File: src/rtl/ifu_pkg.sv
// Shared types and constants for the instruction-fetch control path.
// FSM encoding, default reset PC and slot-valid encodings.
package ifu_pkg;

  typedef enum logic [1:0] {
    IFU_IDLE = 2'd0,
    IFU_REQ  = 2'd1,
    IFU_WAIT = 2'd2,
    IFU_DROP = 2'd3
  } ifu_fetch_state_e;

  localparam logic [63:0] IFU_DEFAULT_RESET_PC = 64'h8000_0000;

  localparam logic [1:0] SLOT_BOTH = 2'b11;
  localparam logic [1:0] SLOT_ONE  = 2'b01;
  localparam logic [1:0] SLOT_NONE = 2'b00;

endpackage

File: src/rtl/ifu_fetch_ctrl_if.sv
// Fetch-control bundle: buffer refill/redirect inputs, memory read channel, aligned output.
// master = fetch controller side, slave = instruction buffer / memory side.
interface ifu_fetch_ctrl_if #(
  parameter int PC_WIDTH = 64
);
  logic                fetch_inst;
  logic                mem_stall;
  logic                redirect_valid;
  logic [PC_WIDTH-1:0] redirect_target;
  logic                pc_index_valid;
  logic [PC_WIDTH-1:0] pc_index;
  logic                pc_index_ready;
  logic [63:0]         pc_read_inst;
  logic                pc_operation_done;
  logic [63:0]         aligned_instr;
  logic [1:0]          aligned_instr_valid;
  logic [PC_WIDTH-1:0] pc;
  logic                clear_ibuffer;

  modport master (
    input  fetch_inst, mem_stall, redirect_valid, redirect_target,
    input  pc_index_ready, pc_read_inst, pc_operation_done,
    output pc_index_valid, pc_index, aligned_instr, aligned_instr_valid, pc, clear_ibuffer
  );

  modport slave (
    output fetch_inst, mem_stall, redirect_valid, redirect_target,
    output pc_index_ready, pc_read_inst, pc_operation_done,
    input  pc_index_valid, pc_index, aligned_instr, aligned_instr_valid, pc, clear_ibuffer
  );
endinterface

File: src/rtl/ifu_fetch_ctrl_slot_align.sv
// fetch_slot_align: combinational doubleword-to-slot aligner, zero latency, no backpressure.
// A PC at the upper word of a doubleword yields a single slot in the low half.
module fetch_slot_align
  import ifu_pkg::*;
(
  input  logic [63:0] dword_i,
  input  logic        pc_bit2_i,
  output logic [63:0] instr_o,
  output logic [1:0]  valid_o
);

  always_comb begin
    if (pc_bit2_i) begin
      instr_o = {32'd0, dword_i[63:32]};
      valid_o = SLOT_ONE;
    end else begin
      instr_o = dword_i;
      valid_o = SLOT_BOTH;
    end
  end

endmodule

File: src/rtl/ifu_fetch_ctrl.sv
// Fetch PC holder and 64-bit read requester; data to aligned output in 1 cycle, request held until pc_index_ready, mem_stall blocks new requests.
// Optional IFU_FETCH_PERF_EN adds handshake/redirect/drop counters.
module ifu_fetch_ctrl
  import ifu_pkg::*;
#(
  parameter int                  PC_WIDTH = 64,
  parameter logic [PC_WIDTH-1:0] RESET_PC = IFU_DEFAULT_RESET_PC[PC_WIDTH-1:0]
) (
  input  logic                 clock,
  input  logic                 reset,
  ifu_fetch_ctrl_if.master     bus
`ifdef IFU_FETCH_PERF_EN
  ,
  output logic [31:0]          perf_fetch_cnt,
  output logic [31:0]          perf_redirect_cnt,
  output logic [31:0]          perf_drop_cnt
`endif
);

  ifu_fetch_state_e    state_q, state_d;
  logic [PC_WIDTH-1:0] fetch_pc_q, fetch_pc_d;
  logic [PC_WIDTH-1:0] pc_q;
  logic                pending_q, pending_d;
  logic [63:0]         aligned_instr_q;
  logic [1:0]          aligned_valid_q;
  logic                clear_q;
  logic                req_vld;
  logic                hs;
  logic                take_data;
  logic                drop_data;
  logic [63:0]         align_instr;
  logic [1:0]          align_valid;

  always_ff @(posedge clock) begin
    if (reset) state_q <= IFU_IDLE;
    else       state_q <= state_d;
  end

  // A redirect in DROP leaves the drop in progress; the owed response still exits it.
  always_comb begin
    state_d = state_q;
    case (state_q)
      IFU_IDLE: begin
        if (!bus.redirect_valid && (pending_q || bus.fetch_inst) && !bus.mem_stall)
          state_d = IFU_REQ;
      end
      IFU_REQ: begin
        if (bus.pc_index_ready)     state_d = bus.redirect_valid ? IFU_DROP : IFU_WAIT;
        else if (bus.redirect_valid) state_d = IFU_IDLE;
      end
      IFU_WAIT: begin
        if (bus.pc_operation_done)   state_d = IFU_IDLE;
        else if (bus.redirect_valid) state_d = IFU_DROP;
      end
      IFU_DROP: begin
        if (bus.pc_operation_done)   state_d = IFU_IDLE;
      end
      default: state_d = IFU_IDLE;
    endcase
  end

  always_comb begin
    req_vld   = (state_q == IFU_REQ);
    hs        = req_vld && bus.pc_index_ready;
    take_data = (state_q == IFU_WAIT) && bus.pc_operation_done && !bus.redirect_valid;
    drop_data = bus.pc_operation_done &&
                ((state_q == IFU_DROP) || ((state_q == IFU_WAIT) && bus.redirect_valid));
  end

  fetch_slot_align u_align (
    .dword_i   (bus.pc_read_inst),
    .pc_bit2_i (fetch_pc_q[2]),
    .instr_o   (align_instr),
    .valid_o   (align_valid)
  );

  always_comb begin
    pending_d = pending_q;
    if (bus.fetch_inst) pending_d = 1'b1;
    else if (hs)        pending_d = 1'b0;
    if (bus.redirect_valid) pending_d = 1'b1;

    fetch_pc_d = fetch_pc_q;
    if (bus.redirect_valid) fetch_pc_d = bus.redirect_target;
    else if (take_data)     fetch_pc_d = {fetch_pc_q[PC_WIDTH-1:3], 3'b000} + PC_WIDTH'(8);
  end

  always_ff @(posedge clock) begin
    if (reset) begin
      fetch_pc_q      <= RESET_PC;
      pending_q       <= 1'b1;
      pc_q            <= '0;
      aligned_instr_q <= '0;
      aligned_valid_q <= SLOT_NONE;
      clear_q         <= 1'b0;
    end else begin
      fetch_pc_q      <= fetch_pc_d;
      pending_q       <= pending_d;
      clear_q         <= bus.redirect_valid;
      aligned_valid_q <= take_data ? align_valid : SLOT_NONE;
      if (take_data) begin
        aligned_instr_q <= align_instr;
        pc_q            <= fetch_pc_q;
      end
    end
  end

  assign bus.pc_index_valid      = req_vld;
  assign bus.pc_index            = {fetch_pc_q[PC_WIDTH-1:3], 3'b000};
  assign bus.aligned_instr       = aligned_instr_q;
  assign bus.aligned_instr_valid = aligned_valid_q;
  assign bus.pc                  = pc_q;
  assign bus.clear_ibuffer       = clear_q;

`ifdef IFU_FETCH_PERF_EN
  logic [31:0] perf_fetch_q, perf_redirect_q, perf_drop_q;

  always_ff @(posedge clock) begin
    if (reset) begin
      perf_fetch_q    <= '0;
      perf_redirect_q <= '0;
      perf_drop_q     <= '0;
    end else begin
      if (hs)                 perf_fetch_q    <= perf_fetch_q + 32'd1;
      if (bus.redirect_valid) perf_redirect_q <= perf_redirect_q + 32'd1;
      if (drop_data)          perf_drop_q     <= perf_drop_q + 32'd1;
    end
  end

  assign perf_fetch_cnt    = perf_fetch_q;
  assign perf_redirect_cnt = perf_redirect_q;
  assign perf_drop_cnt     = perf_drop_q;
`endif

endmodule

File: src/flat_wrapper.sv
// flat-port wrapper written by rule: the top's interface ports become plain ports
module ifu_fetch_ctrl_flat import ifu_pkg::*;
#(
  parameter int                  PC_WIDTH = 64,
  parameter logic [PC_WIDTH-1:0] RESET_PC = IFU_DEFAULT_RESET_PC[PC_WIDTH-1:0]
)
  (clock, reset, bus_fetch_inst, bus_mem_stall, bus_redirect_valid, bus_redirect_target, bus_pc_index_ready, bus_pc_read_inst, bus_pc_operation_done, bus_pc_index_valid, bus_pc_index, bus_aligned_instr, bus_aligned_instr_valid, bus_pc, bus_clear_ibuffer);
  ifu_fetch_ctrl_if #(.PC_WIDTH(PC_WIDTH)) bus_i ();
  input  logic clock;
  input  logic reset;
  input wire logic [$bits(bus_i.fetch_inst)-1:0] bus_fetch_inst;
  input wire logic [$bits(bus_i.mem_stall)-1:0] bus_mem_stall;
  input wire logic [$bits(bus_i.redirect_valid)-1:0] bus_redirect_valid;
  input wire logic [$bits(bus_i.redirect_target)-1:0] bus_redirect_target;
  input wire logic [$bits(bus_i.pc_index_ready)-1:0] bus_pc_index_ready;
  input wire logic [$bits(bus_i.pc_read_inst)-1:0] bus_pc_read_inst;
  input wire logic [$bits(bus_i.pc_operation_done)-1:0] bus_pc_operation_done;
  output wire logic [$bits(bus_i.pc_index_valid)-1:0] bus_pc_index_valid;
  output wire logic [$bits(bus_i.pc_index)-1:0] bus_pc_index;
  output wire logic [$bits(bus_i.aligned_instr)-1:0] bus_aligned_instr;
  output wire logic [$bits(bus_i.aligned_instr_valid)-1:0] bus_aligned_instr_valid;
  output wire logic [$bits(bus_i.pc)-1:0] bus_pc;
  output wire logic [$bits(bus_i.clear_ibuffer)-1:0] bus_clear_ibuffer;
  assign bus_i.fetch_inst = bus_fetch_inst;
  assign bus_i.mem_stall = bus_mem_stall;
  assign bus_i.redirect_valid = bus_redirect_valid;
  assign bus_i.redirect_target = bus_redirect_target;
  assign bus_i.pc_index_ready = bus_pc_index_ready;
  assign bus_i.pc_read_inst = bus_pc_read_inst;
  assign bus_i.pc_operation_done = bus_pc_operation_done;
  assign bus_pc_index_valid = bus_i.pc_index_valid;
  assign bus_pc_index = bus_i.pc_index;
  assign bus_aligned_instr = bus_i.aligned_instr;
  assign bus_aligned_instr_valid = bus_i.aligned_instr_valid;
  assign bus_pc = bus_i.pc;
  assign bus_clear_ibuffer = bus_i.clear_ibuffer;
  ifu_fetch_ctrl #(.PC_WIDTH(PC_WIDTH), .RESET_PC(RESET_PC)) u_core (.clock(clock), .reset(reset), .bus(bus_i));
endmodule
File: config.mk
export PLATFORM = sky130hd
export DESIGN_NAME = ifu_fetch_ctrl_flat
export DESIGN_NICKNAME = d
export VERILOG_FILES = /design/src/rtl/ifu_pkg.sv /design/src/rtl/ifu_fetch_ctrl_if.sv /design/src/rtl/ifu_fetch_ctrl_slot_align.sv /design/src/rtl/ifu_fetch_ctrl.sv /design/src/flat_wrapper.sv
export SDC_FILE = /design/constraint.sdc
export NUM_CORES = 1
export LEC_CHECK = 0
export CAP_MARGIN = 10
export CORE_UTILIZATION = 30
export CTS_BUF_LIST = sky130_fd_sc_hd__clkbuf_8
export DETAILED_ROUTE_END_ITERATION = 10
export PLACE_DENSITY = 0.58
export SLEW_MARGIN = 20
export SYNTH_ARGS = -nofsm -noshare
export SYNTH_HDL_FRONTEND = slang
export SYNTH_HIERARCHICAL = 1
export SYNTH_SLANG_ARGS = --single-unit
File: constraint.sdc
create_clock -name clock -period 2.6 [get_ports clock]
set_input_delay 0.52 -clock clock [delete_from_list [all_inputs] [get_ports clock]]
set_output_delay 0.52 -clock clock [all_outputs]
set_load 0.05 [all_outputs]
==> out/qor.yml <==
maxCapViolCount: 0
die_h_um: 181
cts_resized: 0
cp_slowest_stage_delay_ns: 0.88
p_switching_mw: 1.98
hp-class: "in -> reg"
grt_usage_pct: 20.4
async_reset_ff_share_pct: 0
avgViaCountPerCell: 4.99
critPathCaptureType: "output port"
rsz0062_at_grt: "false"
worstPathRequired_ns: 2.08
synth_edf_count: 0
ys_ff_latch: 198
internal_power_mw: 4.33
fin_tns_setup_ns: 0
ys.flop_type: "dfxtp_1"
synth_cell_types: 61
port_buffers: 327
r2r_start: "u_core/fetch_pc_q[4]"
ff_latch_area_um2: 3970
row_count: 65
cts.sinks: 198
utilization_pct: 43.4
post_cts_buffers: 0
antenna_found_initial: 2
worst-path-max-fanout: 8
post_dp_cell_area_um2: 13300
critPathLaunch: "u_core/fetch_pc_q[42]"
ys_warn_count: 6
status: "completed"
worstPathArrival_ns: 1.96
synth_cells: 1204
start_util_pct: 30.4
post_drt_wl_per_cell_um: 17.8
ant_nets: 0
gp_congestion: 0.892
cp_top_family: "buffers and inverters"
clkLatencyLatePin_ns: 0.51
holdWs_ns: 0.373
final_common_cell: "clkdlybuf4s50_1"
seq_area_frac_synth_pct: 41.3
first_pass_iters: 6
p_clk_share_pct: 30.3
core_area_um2: 31600
netlist_area_um2: 9600
cts_buffer_depth: 2
drt_iter0_markers: 568
cp_num_buf_inv: 1
cts.htree.levels: 4
yosys.area.top_type: "dfxtp_1"
cts-hold-fix-buffers: 0
final_cell_mix: "323 x clkdlybuf4s50_1, 289 x nand2_1, 197 x dfxtp_1"
relSlewSlack_pct: 55.2
via_count: 9523
multi_input_area_um2: 4760
synthTopCellsByArea: "dfxtp_1 41%, nand2_1 11%, a21oi_1 7.4%"
drcViolationCount: 0
fin_nets: 1628
hold_violations: 0
fin_crit_ns: 2.48
grt_max_degree: 66
stdcell_count: 1909
cellLeakagePower_nw: 4.76
min_period_over_period_pct: 95.4
start_kind: "register"
hpwl_mm: 24.8
nFillCells: 3168
area_delta_synth_final_pct: 42.7
wl_mm: 33.9
grt_overflow_total: 0
cp.depth: 1
max-vdd-ir-drop_v: 0.000254
power_density_nw_per_um2: 461
seqPwrFrac_pct: 50.5
crit_path_top_delay_cell: "clkdlybuf4s50_1"
postLayoutCellArea_um2: 13700
final.setup_skew_ns: 0.0248
clk_pin_slew_ns: 0.11
die_x_um: 181
first_global_vias: 8939
crit_chain: "clkdlybuf4s50_1"
syn_area_per_cell_um2: 7.97
r2r_setup_slack_ns: 0.16
cts_buffers: 17
drive_above_1_share_pct: 11.9
dieArea_um2: 32700
dp.cells: 1875
synth.top_cell.area_share_pct: 41.3
clock.fmax_mhz: 403
cts-root-buf: "clkbuf_8"
power_frac_comb_pct: 19.2
setup_viol: 0
swShare_pct: 31.4
crit_end: "bus_pc_index[42]"
slew_violations: 0
r2r.worst_path.cells: 9
crit_type: "reg -> out"
io_pins: 331
grt_pass1_wl_mm: 51.9
worst_r2r_endpoint: "u_core/fetch_pc_q[55]"
cts_tree: "built"
worstMarginPinSlew_ns: 0.672
==> power by group through the flow <==
stage / logic (mW) / registers [mW] / clock network (mW)
2_1_floorplan: 0.668 / 3.31 / 0
3_3_place_gp: 1.21 / 3.26 / 0
3_5_place_dp: 1.21 / 3.26 / 0
4_1_cts: 1.22 / 3.19 / 2.01
5_1_grt: 1.28 / 3.20 / 2.12
6_report: 1.21 / 3.19 / 1.92
==> worst min-delay path by stage <==
stage               cells past startpoint                         start  slack (ns)                           end
global placement                        2  u_core/bus.aligned_instr[51]        0.44  u_core/bus.aligned_instr[51]
detailed placement                      2             u_core/bus.pc[56]        0.45             u_core/bus.pc[56]
finish                                  2                         reset        0.37             u_core/bus.pc[45]
global route                            2                         reset        0.34             u_core/bus.pc[45]
CTS                                     2                         reset        0.32             u_core/bus.pc[45]
floorplan                               2          u_core/fetch_pc_q[0]        0.43              u_core/bus.pc[0]
==> cell usage after synthesis, drive strengths merged (12+ instances only) <==
library cell / count
nor4: 24
and4: 15
a21oi: 142
mux2: 32
nor2b: 35
nand4: 26
clkbuf: 65
a211oi: 24
buf: 86
nor2: 58
nand3: 22
inv: 12
dfxtp: 198
nand2: 290
xnor2: 32
and3: 15
nor3: 27
==> routing by layer <==
layer  up-vias  routed length, um  global-route usage (%)
li1       4637                  -                       -
met1      4465              14500                    25.6
met2       371              16100                    33.9
met3        50               2650                    5.38
met4         0                635                    6.39
met5         -                  0                       0
==> state kept, by name, summed over array words and instances (netlist names) <==
signal                          cells
u_core/state_q                      2
u_core/bus.aligned_instr_valid      2
u_core/fetch_pc_q                  64
u_core/bus.pc                      64
u_core/pending_q                    1
u_core/bus.aligned_instr           64
u_core/bus.clear_ibuffer            1
==> per-stage QoR <==
stage	power, mW	setup slack (ns)
finish	6.32	0.119
global route	6.61	0.0350
CTS	6.41	0.0180
detailed placement	4.47	-0.303
global placement	4.47	-0.246
floorplan	3.98	0.299
==> final cells by class <==
type | instances | area share (%)
multi-input cells | 845 | 34.7
repair buffers | 418 | 29.7
flip-flops and latches | 198 | 28.9
well taps | 402 | 3.67
clock buffers | 17 | 1.71
clock inverters | 15 | 0.904
inverters | 12 | 0.329
diodes | 2 | 0.0365
==> cell families after synthesis <==
family,Yosys count,share of synthesized area (%)
compound gates,208,12.9
buf+inv,163,9.38
flops,198,41.3
xor+xnor,38,3.47
fa+ha+maj,1,0.130
mux,42,5.46
simple gates,552,27.3
other cells,2,0.0782
No activity file was read; power rests on OpenSTA's default activity.
